`config.mk`:
```
export PLATFORM = sky130hd
export DESIGN_NAME = uart_tx_mmio
export DESIGN_NICKNAME = d
export VERILOG_FILES = /design/src/rtl/uart_tx_mmio.sv
export SDC_FILE = /design/constraint.sdc
export NUM_CORES = 1
export LEC_CHECK = 0
export ABC_CLOCK_PERIOD_IN_PS = 2800
export CORE_ASPECT_RATIO = 1.2
export CORE_UTILIZATION = 41
export DETAILED_ROUTE_END_ITERATION = 8
export PLACE_DENSITY_LB_ADDON = 0.3
export SLEW_MARGIN = 20
export SYNTH_ARGS = -nofsm -noshare
export SYNTH_HDL_FRONTEND = slang
export SYNTH_SLANG_ARGS = --single-unit
export TNS_END_PERCENT = 1
```
`constraint.sdc`:
```
create_clock -name clk -period 2.8 [get_ports clk]
set_clock_uncertainty 0.2 [all_clocks]
set_input_delay 0.84 -clock clk [delete_from_list [all_inputs] [get_ports clk]]
set_output_delay 0.84 -clock clk [all_outputs]
set_load 0.01 [all_outputs]
```
`src/rtl/uart_tx_mmio.sv`:
```
//==============================================================================
// Module      : uart_tx_mmio
// Description : Memory-mapped 8N1 UART transmitter for a single-cycle CPU.
//               CPU stores to TXDATA push bytes into a small circular FIFO.
//               A serialiser drains the FIFO onto tx at a fixed bit period.
//               STATUS and CTRL reads are combinational so a load completes
//               in the same cycle.
// Ports       : clk        - system clock, rising edge
//               reset      - asynchronous active-high reset
//               MemWrite   - store strobe
//               Mem_WrAddr - load/store address (decode on [31:4], [3:2])
//               Mem_WrData - store data
//               Sel        - address falls in this block's 16-byte window
//               ReadData   - combinational register read, 0 when not selected
//               tx         - registered serial line, idles high
//               busy       - serialiser is not idle
// Revision    : 1.0 - initial release
//==============================================================================
`timescale 1ns/1ps
`default_nettype none

module uart_tx_mmio #(
    parameter logic [31:0] BASE_ADDR    = 32'h0000_4000,
    parameter int          CLKS_PER_BIT = 16,
    parameter int          FIFO_DEPTH   = 4
) (
    input  logic        clk,
    input  logic        reset,
    input  logic        MemWrite,
    input  logic [31:0] Mem_WrAddr,
    input  logic [31:0] Mem_WrData,
    output logic        Sel,
    output logic [31:0] ReadData,
    output logic        tx,
    output logic        busy
);

    localparam int c_CNT_W  = $clog2(CLKS_PER_BIT);
    localparam int c_PTR_W  = $clog2(FIFO_DEPTH);
    localparam int c_FCNT_W = c_PTR_W + 1;

    localparam logic [c_CNT_W-1:0]  c_BIT_LAST  = c_CNT_W'(CLKS_PER_BIT - 1);
    localparam logic [c_FCNT_W-1:0] c_FIFO_FULL = c_FCNT_W'(FIFO_DEPTH);

    localparam logic [1:0] c_S_IDLE  = 2'd0;
    localparam logic [1:0] c_S_START = 2'd1;
    localparam logic [1:0] c_S_DATA  = 2'd2;
    localparam logic [1:0] c_S_STOP  = 2'd3;

    // ------------------------------------------------------------------
    // Register decode
    // ------------------------------------------------------------------
    logic [1:0] w_off;
    logic       w_wr;
    logic       w_push;
    logic       w_wr_status;
    logic       w_wr_ctrl;

    assign Sel         = (Mem_WrAddr[31:4] == BASE_ADDR[31:4]);
    assign w_off       = Mem_WrAddr[3:2];
    assign w_wr        = MemWrite & Sel;
    assign w_push      = w_wr & (w_off == 2'd0);
    assign w_wr_status = w_wr & (w_off == 2'd1);
    assign w_wr_ctrl   = w_wr & (w_off == 2'd2);

    // Address bits [1:0] and upper store-data bits carry no meaning here.
    logic w_unused_bits;
    assign w_unused_bits = &{1'b0, Mem_WrAddr[1:0], Mem_WrData[31:8]};

    // ------------------------------------------------------------------
    // FIFO and control registers
    // ------------------------------------------------------------------
    logic [7:0]          fifo_q [FIFO_DEPTH];
    logic [c_PTR_W-1:0]  wr_ptr_q;
    logic [c_PTR_W-1:0]  rd_ptr_q;
    logic [c_FCNT_W-1:0] count_q;
    logic                ovf_q;
    logic                en_q;

    logic w_full;
    logic w_empty;
    logic w_push_ok;
    logic w_pop;

    // Full is judged on the registered count, so a same-cycle pop never
    // makes room for a push that arrives while full.
    assign w_full    = (count_q == c_FIFO_FULL);
    assign w_empty   = (count_q == '0);
    assign w_push_ok = w_push & ~w_full;

    always_ff @(posedge clk) begin
        if (w_push_ok) begin
            fifo_q[wr_ptr_q] <= Mem_WrData[7:0];
        end
    end

    always_ff @(posedge clk or posedge reset) begin
        if (reset) begin
            wr_ptr_q <= '0;
            rd_ptr_q <= '0;
            count_q  <= '0;
            ovf_q    <= 1'b0;
            en_q     <= 1'b1;
        end else begin
            if (w_push_ok) begin
                wr_ptr_q <= wr_ptr_q + c_PTR_W'(1);
            end
            if (w_pop) begin
                rd_ptr_q <= rd_ptr_q + c_PTR_W'(1);
            end
            case ({w_push_ok, w_pop})
                2'b10:   count_q <= count_q + c_FCNT_W'(1);
                2'b01:   count_q <= count_q - c_FCNT_W'(1);
                default: count_q <= count_q;
            endcase
            // A dropped push outranks a same-cycle clear.
            if (w_push & w_full) begin
                ovf_q <= 1'b1;
            end else if (w_wr_status & Mem_WrData[3]) begin
                ovf_q <= 1'b0;
            end
            if (w_wr_ctrl) begin
                en_q <= Mem_WrData[0];
            end
        end
    end

    // ------------------------------------------------------------------
    // Serialiser FSM
    // ------------------------------------------------------------------
    logic [1:0]         state_q, state_d;
    logic [c_CNT_W-1:0] cnt_q, cnt_d;
    logic [2:0]         idx_q, idx_d;
    logic [7:0]         shift_q, shift_d;
    logic               tx_q, tx_d;
    logic               busy_q, busy_d;
    logic               w_tick;

    assign w_tick = (cnt_q == c_BIT_LAST);

    // State register; tx and busy are registered alongside the state.
    always_ff @(posedge clk or posedge reset) begin
        if (reset) begin
            state_q <= c_S_IDLE;
            cnt_q   <= '0;
            idx_q   <= '0;
            shift_q <= '0;
            tx_q    <= 1'b1;
            busy_q  <= 1'b0;
        end else begin
            state_q <= state_d;
            cnt_q   <= cnt_d;
            idx_q   <= idx_d;
            shift_q <= shift_d;
            tx_q    <= tx_d;
            busy_q  <= busy_d;
        end
    end

    // Next-state logic
    always_comb begin
        state_d = state_q;
        cnt_d   = cnt_q;
        idx_d   = idx_q;
        shift_d = shift_q;
        w_pop   = 1'b0;
        case (state_q)
            c_S_IDLE: begin
                if (en_q && !w_empty) begin
                    w_pop   = 1'b1;
                    shift_d = fifo_q[rd_ptr_q];
                    cnt_d   = '0;
                    state_d = c_S_START;
                end
            end
            c_S_START: begin
                cnt_d = w_tick ? '0 : cnt_q + c_CNT_W'(1);
                if (w_tick) begin
                    idx_d   = '0;
                    state_d = c_S_DATA;
                end
            end
            c_S_DATA: begin
                cnt_d = w_tick ? '0 : cnt_q + c_CNT_W'(1);
                if (w_tick) begin
                    shift_d = {1'b0, shift_q[7:1]};
                    idx_d   = idx_q + 3'd1;
                    if (idx_q == 3'd7) begin
                        state_d = c_S_STOP;
                    end
                end
            end
            c_S_STOP: begin
                cnt_d = w_tick ? '0 : cnt_q + c_CNT_W'(1);
                if (w_tick) begin
                    state_d = c_S_IDLE;
                end
            end
            default: state_d = c_S_IDLE;
        endcase
    end

    // Output logic, computed from the next state so that tx and busy
    // change on the same edge as the state they describe.
    always_comb begin
        tx_d   = 1'b1;
        busy_d = (state_d != c_S_IDLE);
        case (state_d)
            c_S_START: tx_d = 1'b0;
            c_S_DATA:  tx_d = shift_d[0];
            default:   tx_d = 1'b1;
        endcase
    end

    assign tx   = tx_q;
    assign busy = busy_q;

    // ------------------------------------------------------------------
    // Combinational read port
    // ------------------------------------------------------------------
    logic [3:0] w_cnt4;
    assign w_cnt4 = 4'(count_q);

    always_comb begin
        ReadData = '0;
        if (Sel) begin
            case (w_off)
                2'd1:    ReadData = {24'd0, w_cnt4, ovf_q, busy_q, w_empty, w_full};
                2'd2:    ReadData = {31'd0, en_q};
                default: ReadData = '0;
            endcase
        end
    end

endmodule

`default_nettype wire

```
# After elaboration in Yosys (flattened, before gate mapping)
# Memory sizes are Yosys's and may differ from the RTL's.
# Cells that the tools add are included.
dict set report op_classes {
  addsub 6
  n_eq_ne 16
  n_mux 25
  bitwise 8
  reduce_logical 13
}
# operator n
set ops {}
lappend ops {{equality test 28 x 11 -> 1 bit (second input constant)} 1}
lappend ops {{2-to-1 mux 8 bit} 2}
lappend ops {{one-hot mux 8 bit (2 select lines)} 1}
lappend ops {{one-hot mux 7 bit (2 select lines)} 1}
lappend ops {{one-hot mux 3 bit (2 select lines)} 2}
lappend ops {{equality test 2 bit (second input constant)} 5}
lappend ops {{2-to-1 mux 2 bit} 5}
lappend ops {{nonzero test 2 bit} 5}
lappend ops {{equality test 2 x 1 -> 1 bit (second input constant)} 4}
lappend ops {{2-to-1 mux 4 bit} 2}
lappend ops {{one-hot mux 2 bit (4 select lines)} 1}
lappend ops {{one-hot mux 4 bit (2 select lines)} 1}
lappend ops {{bitwise AND 1 bit} 7}
lappend ops {{2-to-1 mux 7 bit} 1}
lappend ops {{adder 3 x 1 -> 3 bit (second input constant)} 2}
lappend ops {{equality test 3 bit (second input constant)} 2}
lappend ops {{2-to-1 mux 1 bit} 6}
lappend ops {{2-to-1 mux 3 bit} 2}
lappend ops {{!= test 2 bit (second input constant)} 3}
lappend ops {{AND reduction 3 bit} 2}
lappend ops {{adder 2 x 1 -> 2 bit (second input constant)} 2}
lappend ops {{adder 4 x 1 -> 4 bit (second input constant)} 1}
lappend ops {{equality test 4 bit (second input constant)} 1}
lappend ops {{zero test 2 bit} 2}
lappend ops {{7 further kinds} 7}
dict set report word_totals {
  reg_bits 28
  ramBits 32
  inputBits 67
  out_inout_bits 35
  wordCells 81
  memories 1
}
# name words width rd rd_clocked_by_memory_dff write_ports line_no
set mem_list {}
lappend mem_list {fifo_q 4 8 1 0 1 73} ;# logic [7:0] fifo_q [FIFO_DEPTH];

# Longest topological paths before layout
dict set report logic_depth {
  depth_word 7
  ltp_mapped 11
  ltp_nobuf 11
}

# Worst setup path after synthesis
# No wires, ideal clock.
dict set report synth_path {
  path_kind {input to output}
  start {in Mem_WrAddr[8]}
  end {out ReadData[0]}
  t_arrival_ps 2013
  required_time_ps 1760
  path_slack_ps -253
  path_stages 5
  path_buffers 0
  cell_sequence {nor4_2 -> nand4_2 -> or2_2 -> inv_1 -> and3_1}
}
dict set report synth_between {
  elab_chain_cells 2
}
# item line_no
set synth_rtl {}
lappend synth_rtl {{start, declared} 30} ;# input logic [31:0] Mem_WrAddr,
lappend synth_rtl {{equality test 28 x 11 -> 1 bit} 59} ;# assign Sel = (Mem_WrAddr[31:4] == BASE_ADDR[31:4]);
lappend synth_rtl {{net Sel} 32} ;# output logic Sel,
lappend synth_rtl {{2-to-1 mux 7 bit} 226} ;# if (Sel) begin
lappend synth_rtl {{end, declared} 33} ;# output logic [31:0] ReadData,
# The timed path passes the listed nets, and every way through them passes these cells.

# Worst setup path after layout
dict set report layout_path {
  start {in Mem_WrAddr[18]}
  end {out ReadData[3]}
}
dict set report layout_between {
  elab_chain_cells 2
}
# item line_no
set layout_rtl {}
lappend layout_rtl {{equality test 28 x 11 -> 1 bit} 59}
lappend layout_rtl {{2-to-1 mux 7 bit} 226}
# No other way between the ends.

==> flow_metrics.py <==
metrics = {
    "outcome": {
        "status": "finished with violations",
        "failed_checks": "setup timing",
    },
    "clock_network": {
        "htree_levels": 3,
        "clk_latency_ns": 0.32,
        "cts_num_sinks": 60,
        "cts_tree": "yes",
        "cts_buffer_depth": 2,
        "cts-root-buf": "clkbuf_8",
        "clk_pin_slew_ns": 0.07,
        "cts_buffers": 9,
    },
    "critical_path": {
        "worstPathArrival_ns": 1.98,
        "critPathKind": "input port to primary output",
        "cp_max_fo": 8,
        "cp-start-kind": "input port",
        "cp-end-kind": "primary output",
        "critPathRequiredTime_ns": 1.76,
    },
    "pwr": {
        "vdd_drop_max_v": 0.000276,
        "p_per_area_nw_per_um2": 429,
        "leakagePower_nw": 1.72,
    },
    "routing": {
        "post_drt_via_cell_ratio": 4.98,
        "drc": 0,
        "vias": 1971,
        "drt-initial-drc-count": 84,
        "wl_mm": 5.35,
        "firstDrtPassIters": 4,
        "avgRoutedWirePerCell_um": 13.5,
        "ant_nets": 0,
    },
    "global_route": {
        "grt_max_degree": 29,
        "grt_antenna_before_repair": 0,
        "grt_pass1_wl_mm": 8.85,
        "grt_usage_pct": 15.2,
        "grt_pass1_vias": 1926,
        "grt-ovfl-total": 0,
    },
    "sta": {
        "fin_ws_ns": -0.222,
        "max_slew_margin_pct": 66.2,
        "slew_viol_final": 0,
        "rsz0062_at_grt": "true",
        "post-route-min-period_ns": 3.02,
        "fin_hold_ws_ns": 0.285,
        "hold_viol": 0,
        "max_freq_ghz": 0.331,
        "period_share_pct": 108,
        "tightestPinTransition_ns": 0.505,
        "setup_viol": 10,
    },
    "floorplan": {
        "die-area_um2": 7750,
        "die_w_um": 80.5,
        "dieHeight_um": 96.2,
        "start_util_pct": 42.2,
        "rows": 34,
        "design.core.area_um2": 7190,
        "ios": 102,
    },
    "cells_and_area": {
        "nets": 380,
        "fin_cells": 396,
        "layout_common_cells": "edfxtp_1, dfrtp_1, conb_1",
        "diodes": 0,
        "syn_to_final_growth_pct": 29.7,
        "fin_util_pct": 54.7,
        "mostFrequentLayoutCell": "edfxtp_1",
        "drive_above_1_share_pct": 35.3,
    },
    "placement": {
        "gp_congestion": 0.716,
        "portBuffers": 50,
        "dp_cells": 376,
        "hpwl_mm": 3.80,
    },
    "yosys": {
        "mappedNetlistArea_um2": 3030,
        "synth_sequential_area_ratio_pct": 54.9,
        "synth_edf_count": 32,
        "synthArstFlopShare_pct": 46.7,
        "synth_cell_types": 43,
        "syn_inst": 226,
        "yosys_warnings": 0,
        "postSynthAreaPerCell_um2": 13.4,
        "synth_seq_cells": 60,
        "synth_flop_cell": "edfxtp_1",
    },
    "worst_hold_path": {
        "hold_path.class": "flip-flop to flip-flop",
    },
    "run": {
        "drv_cap": 0,
    },
}
[power by group]
group | internal [mW] | leakage, nW | switching, mW | total [mW]
clock network | 0.315 | 0.0864 | 0.338 | 0.654
logic | 0.0482 | 0.971 | 0.0537 | 0.102
registers | 0.931 | 0.661 | 0.000000336 | 0.931
[per-layer routing]
metal	GRT usage, %	vias up	wire length, um	share of wire (%)
li1	-	942	-	-
met1	18.1	975	2240	42
met2	26.3	44	2850	53
met3	3.41	10	174	3.3
met4	6.40	0	83	1.6
met5	0	-	0	0
[sequential cells by signal (all words and copies together) (netlist names)]
signal    cells
count_q       3
idx_q         3
state_q       2
tx            1
shift_q       8
rd_ptr_q      2
ovf_q         1
fifo_q       32
wr_ptr_q      2
en_q          1
busy          1
cnt_q         4
[final cells by class]
class                           count  area, um^2
Clock inverter                      7        43.8
Sequential cell                    60        1660
Multi-Input combinational cell    148        1320
Clock buffer                        9         124
Fill cell                         630        3250
Timing Repair Buffer               71         622
Tap cell                           90         113
Inverter                           11        46.3
[what timing repair did]
action / CTS / global route
setup buffers: 5 / 0
pin swaps: 21 / 9
gates resized for setup: 146 / 16
hold endpoints to repair: 0 / 0
hold buffers: 0 / 0
setup endpoints to repair: 34 / 42
[worst paths after layout]
kind,start,to,slack [ns],cells past startpoint
worst max-delay path,Mem_WrAddr[18],ReadData[3],-0.22,7
worst min-delay path,shift_q[2],shift_q[2],0.29,1
worst max register to register,en_q,count_q[2],0.49,9
worst min register to register,shift_q[2],shift_q[2],0.29,1
max in group asynchronous,reset,tx,1.40,3
min in group asynchronous,reset,cnt_q[2],0.68,3
[cells by family (layout without fill, tap and decap cells)]
kind of cell             count (synthesis)  after routing  synth area share [%]
AO/OA/AOI/OAI                           36             36                  9.65
XOR/XNOR                                 8              8                  2.31
adder cells (fa/ha/maj)                 12             12                  5.20
buffers and inverters                   42             98                  8.37
flip-flops                              60             60                  54.9
multiplexers                            12             12                  7.47
other                                    1             25                 0.124
AND/OR/NAND/NOR                         55             55                  12.0
[cells in the mapped netlist, types with 2 or more instances]
master,number,area share [%]
edfxtp_1,32,32
dfrtp_1,26,21
buf_4,25,6.2
nand2_1,13,1.6
a22o_1,12,3.5
ha_1,11,4.5
inv_1,11,1.4
a21o_1,9,2.2
and3_1,9,1.9
mux4_2,8,5.9
nand3_1,7,1.2
nor2_1,5,0.62
xnor2_1,5,1.4
and2_2,4,0.99
clkbuf_1,4,0.49
nor3_1,3,0.49
nor4_1,3,0.62
o21ai_0,3,0.49
o31ai_1,3,0.74
xor2_1,3,0.87
a21oi_1,2,0.33
buf_2,2,0.33
dfstp_2,2,1.7
mux2i_1,2,0.66
nor4_2,2,0.82
nor4_4,2,1.4
or2_2,2,0.41
[per-stage QoR]
step / worst slack [ns] / area, um^2 / power [mW] / TNS [ns]
finish: -0.222 / 3940 / 1.69 / -1.77
global route: -0.274 / 3940 / 1.74 / -2.44
CTS: -0.266 / 3910 / 1.70 / -2.28
detailed placement: -1.03 / 3720 / 1.06 / -21.11
global placement: -1.01 / 3720 / 1.06 / -20.61
floorplan: -0.0838 / 3200 / 1.01 / -0.644
[worst max-delay path: stages]
cell,delay (ns)
buf_6,0.10
nor4_4,0.28
nand4_2,0.15
or2_4,0.27
inv_6,0.08
and3_4,0.18
buf_6,0.09
Note: power is estimated with default switching activity, not from simulation.
==> edit, RTL diff (same flow settings) <==
Register the output `ReadData`; this adds one clock of latency there. The other outputs are not delayed to match. Comments in the files are not updated.
--- a/src/rtl/uart_tx_mmio.sv
+++ b/src/rtl/uart_tx_mmio.sv
@@ -49,2 +49,4 @@
 
+    logic [31:0] ReadData_d;
+
     // ------------------------------------------------------------------
@@ -224,8 +226,8 @@
     always_comb begin
-        ReadData = '0;
+        ReadData_d = '0;
         if (Sel) begin
             case (w_off)
-                2'd1:    ReadData = {24'd0, w_cnt4, ovf_q, busy_q, w_empty, w_full};
-                2'd2:    ReadData = {31'd0, en_q};
-                default: ReadData = '0;
+                2'd1:    ReadData_d = {24'd0, w_cnt4, ovf_q, busy_q, w_empty, w_full};
+                2'd2:    ReadData_d = {31'd0, en_q};
+                default: ReadData_d = '0;
             endcase
@@ -234,2 +236,6 @@
 
+    always_ff @(posedge clk) begin
+        ReadData <= ReadData_d;
+    end
+
 endmodule
Function: changed (Yosys sat finds a counterexample within 4 cycles, from zero or initial values and one cycle with reset high).
==> edit against the unedited design <==
  * Sequential cell count grew 7
  * Design area grew 5.6%
  * Synthesized area grew 6.5%
  * Wire length grew 0.64%
  * Setup slack gained 0.27 ns
  * Sequential power grew 11%
  * Total power grew 20%
  * Critical path depth shrank 2
  * Largest cell class unchanged
==> edit: results (changes against the unedited design) <==
[synth]
yosysSeqAreaShare_pct=55.8  ; +0.98 points
synthMuxAreaShare_pct=7.01  ; -0.46 points
synth.distinct_cells=51  ; +19%
synth_fa_ha_area_share_pct=4.88  ; -0.32 points
yosys-top-cells-area=edfxtp_1 30%, dfrtp_1 20%, buf_4 5.8%
synth_xor_area_share_pct=2.17  ; -0.14 points
async_reset_ff_share_pct=41.8  ; -4.9 points
synth_area_per_cell_um2=13.6  ; +1.1%
synth.top_cells.by_count=32 x edfxtp_1, 26 x dfrtp_1, 25 x buf_4
synth_compound_area_share_pct=8.83  ; -0.82 points

[placement]
dp_cells=393  ; +4.5%
dp_hpwl_um=3940  ; +3.7%
placed_area_um2=3970  ; +6.7%
gp_congestion=0.707  ; -1.3%
dp_slack_ns=-0.758  ; +0.275 ns

[worst_hold_path]
hold_class=reg -> reg
min-delay-start=shift_q[2]

[setup_path]
ff2ff_path_depth=9  ; unchanged
crit_end=Sel
crit_fanout=2  ; -6
slowest_stage=nor4_4
rrSetupSlack_ns=0.38  ; -0.11 ns
max_stage_delay_ns=0.29
critPathArrivalTime_ns=1.71  ; -0.27 ns
setup.worst_path.start=Mem_WrAddr[25]
rr_endpoint=count_q[2]
crit_family=simple AND/OR/NAND/NOR gates

[cells_and_area]
utilization_pct=54.2  ; -0.53 points
fill_cells=670  ; +6.3%
drive_above_1_share_pct=29.8  ; -5.5 points
largestRegisters=fifo_q: 32 flops, shift_q: 8 flops, ReadData: 7 flops
diodes=0  ; unchanged

[drt]
vias_per_cell=4.90  ; -1.6%
totalWireLength_um=5380  ; +0.64%
drt_iter0_markers=85  ; +1.2%
wire_per_inst_um=13.1  ; -3.0%
drt-pass1-iter-count=4  ; unchanged

[global_route]
grt_max_degree=29  ; unchanged
grt_pass1_wl_um=9030  ; +2.0%
grt_pass1_vias=2041  ; +6.0%
grt_use_total_pct=13.9  ; -1.3 points

[clocking]
postCtsSetupBuffers=1  ; -4
max-clock-path-buffers=2  ; unchanged
clk_pin_slew_ns=0.07  ; about the same
post_cts_resized=68  ; -53%

[power_and_ir_drop]
ir_worst_vdd_uv=383  ; +39%
cellInternalPower_uw=1610  ; +24%
leakage_uw=0.00179  ; +4.0%

[sta]
finalCritPeriodShare_pct=98.2  ; -9.7 points
whs_ns=0.282  ; -0.00317 ns

[outcome]
status=finished clean

edit: cell count changes after synthesis, moves of 2 or more:
cell	delta
and2_1	+9
dfxtp_1	+7
and3_1	-5
and2_2	-4
nand2_1	+3
nand3_1	-3
a22o_1	-2
inv_1	+2
nor4_2	-2
edit: layer usage:
layer	vias up	GRT usage [%]	wire, um
met2	52	24.6	2830
li1	972	-	-
met4	0	5.44	59
met3	9	3.98	186
met1	980	15.9	2310
met5	-	0	0
edit: power by group through the flow:
stage	combinational [uW]	clock, uW	sequential (uW)
final	101	896	1030
after global routing	110	962	1030
after CTS	102	917	1030
after detailed placement	115	0	1050
after global placement	112	0	1050
after floorplan	59.4	0	1050
edit: cell type report:
type / instances / area (um^2) / area share, %
Inverter: 14 / 52.6 / 1.27
Clock buffer: 11 / 141 / 3.40
Sequential cell: 67 / 1800 / 43.4
Multi-Input combinational cell: 150 / 1320 / 31.7
Tap cell: 92 / 115 / 2.77
Timing Repair Buffer: 72 / 638 / 15.4
Clock inverter: 5 / 85.1 / 2.05
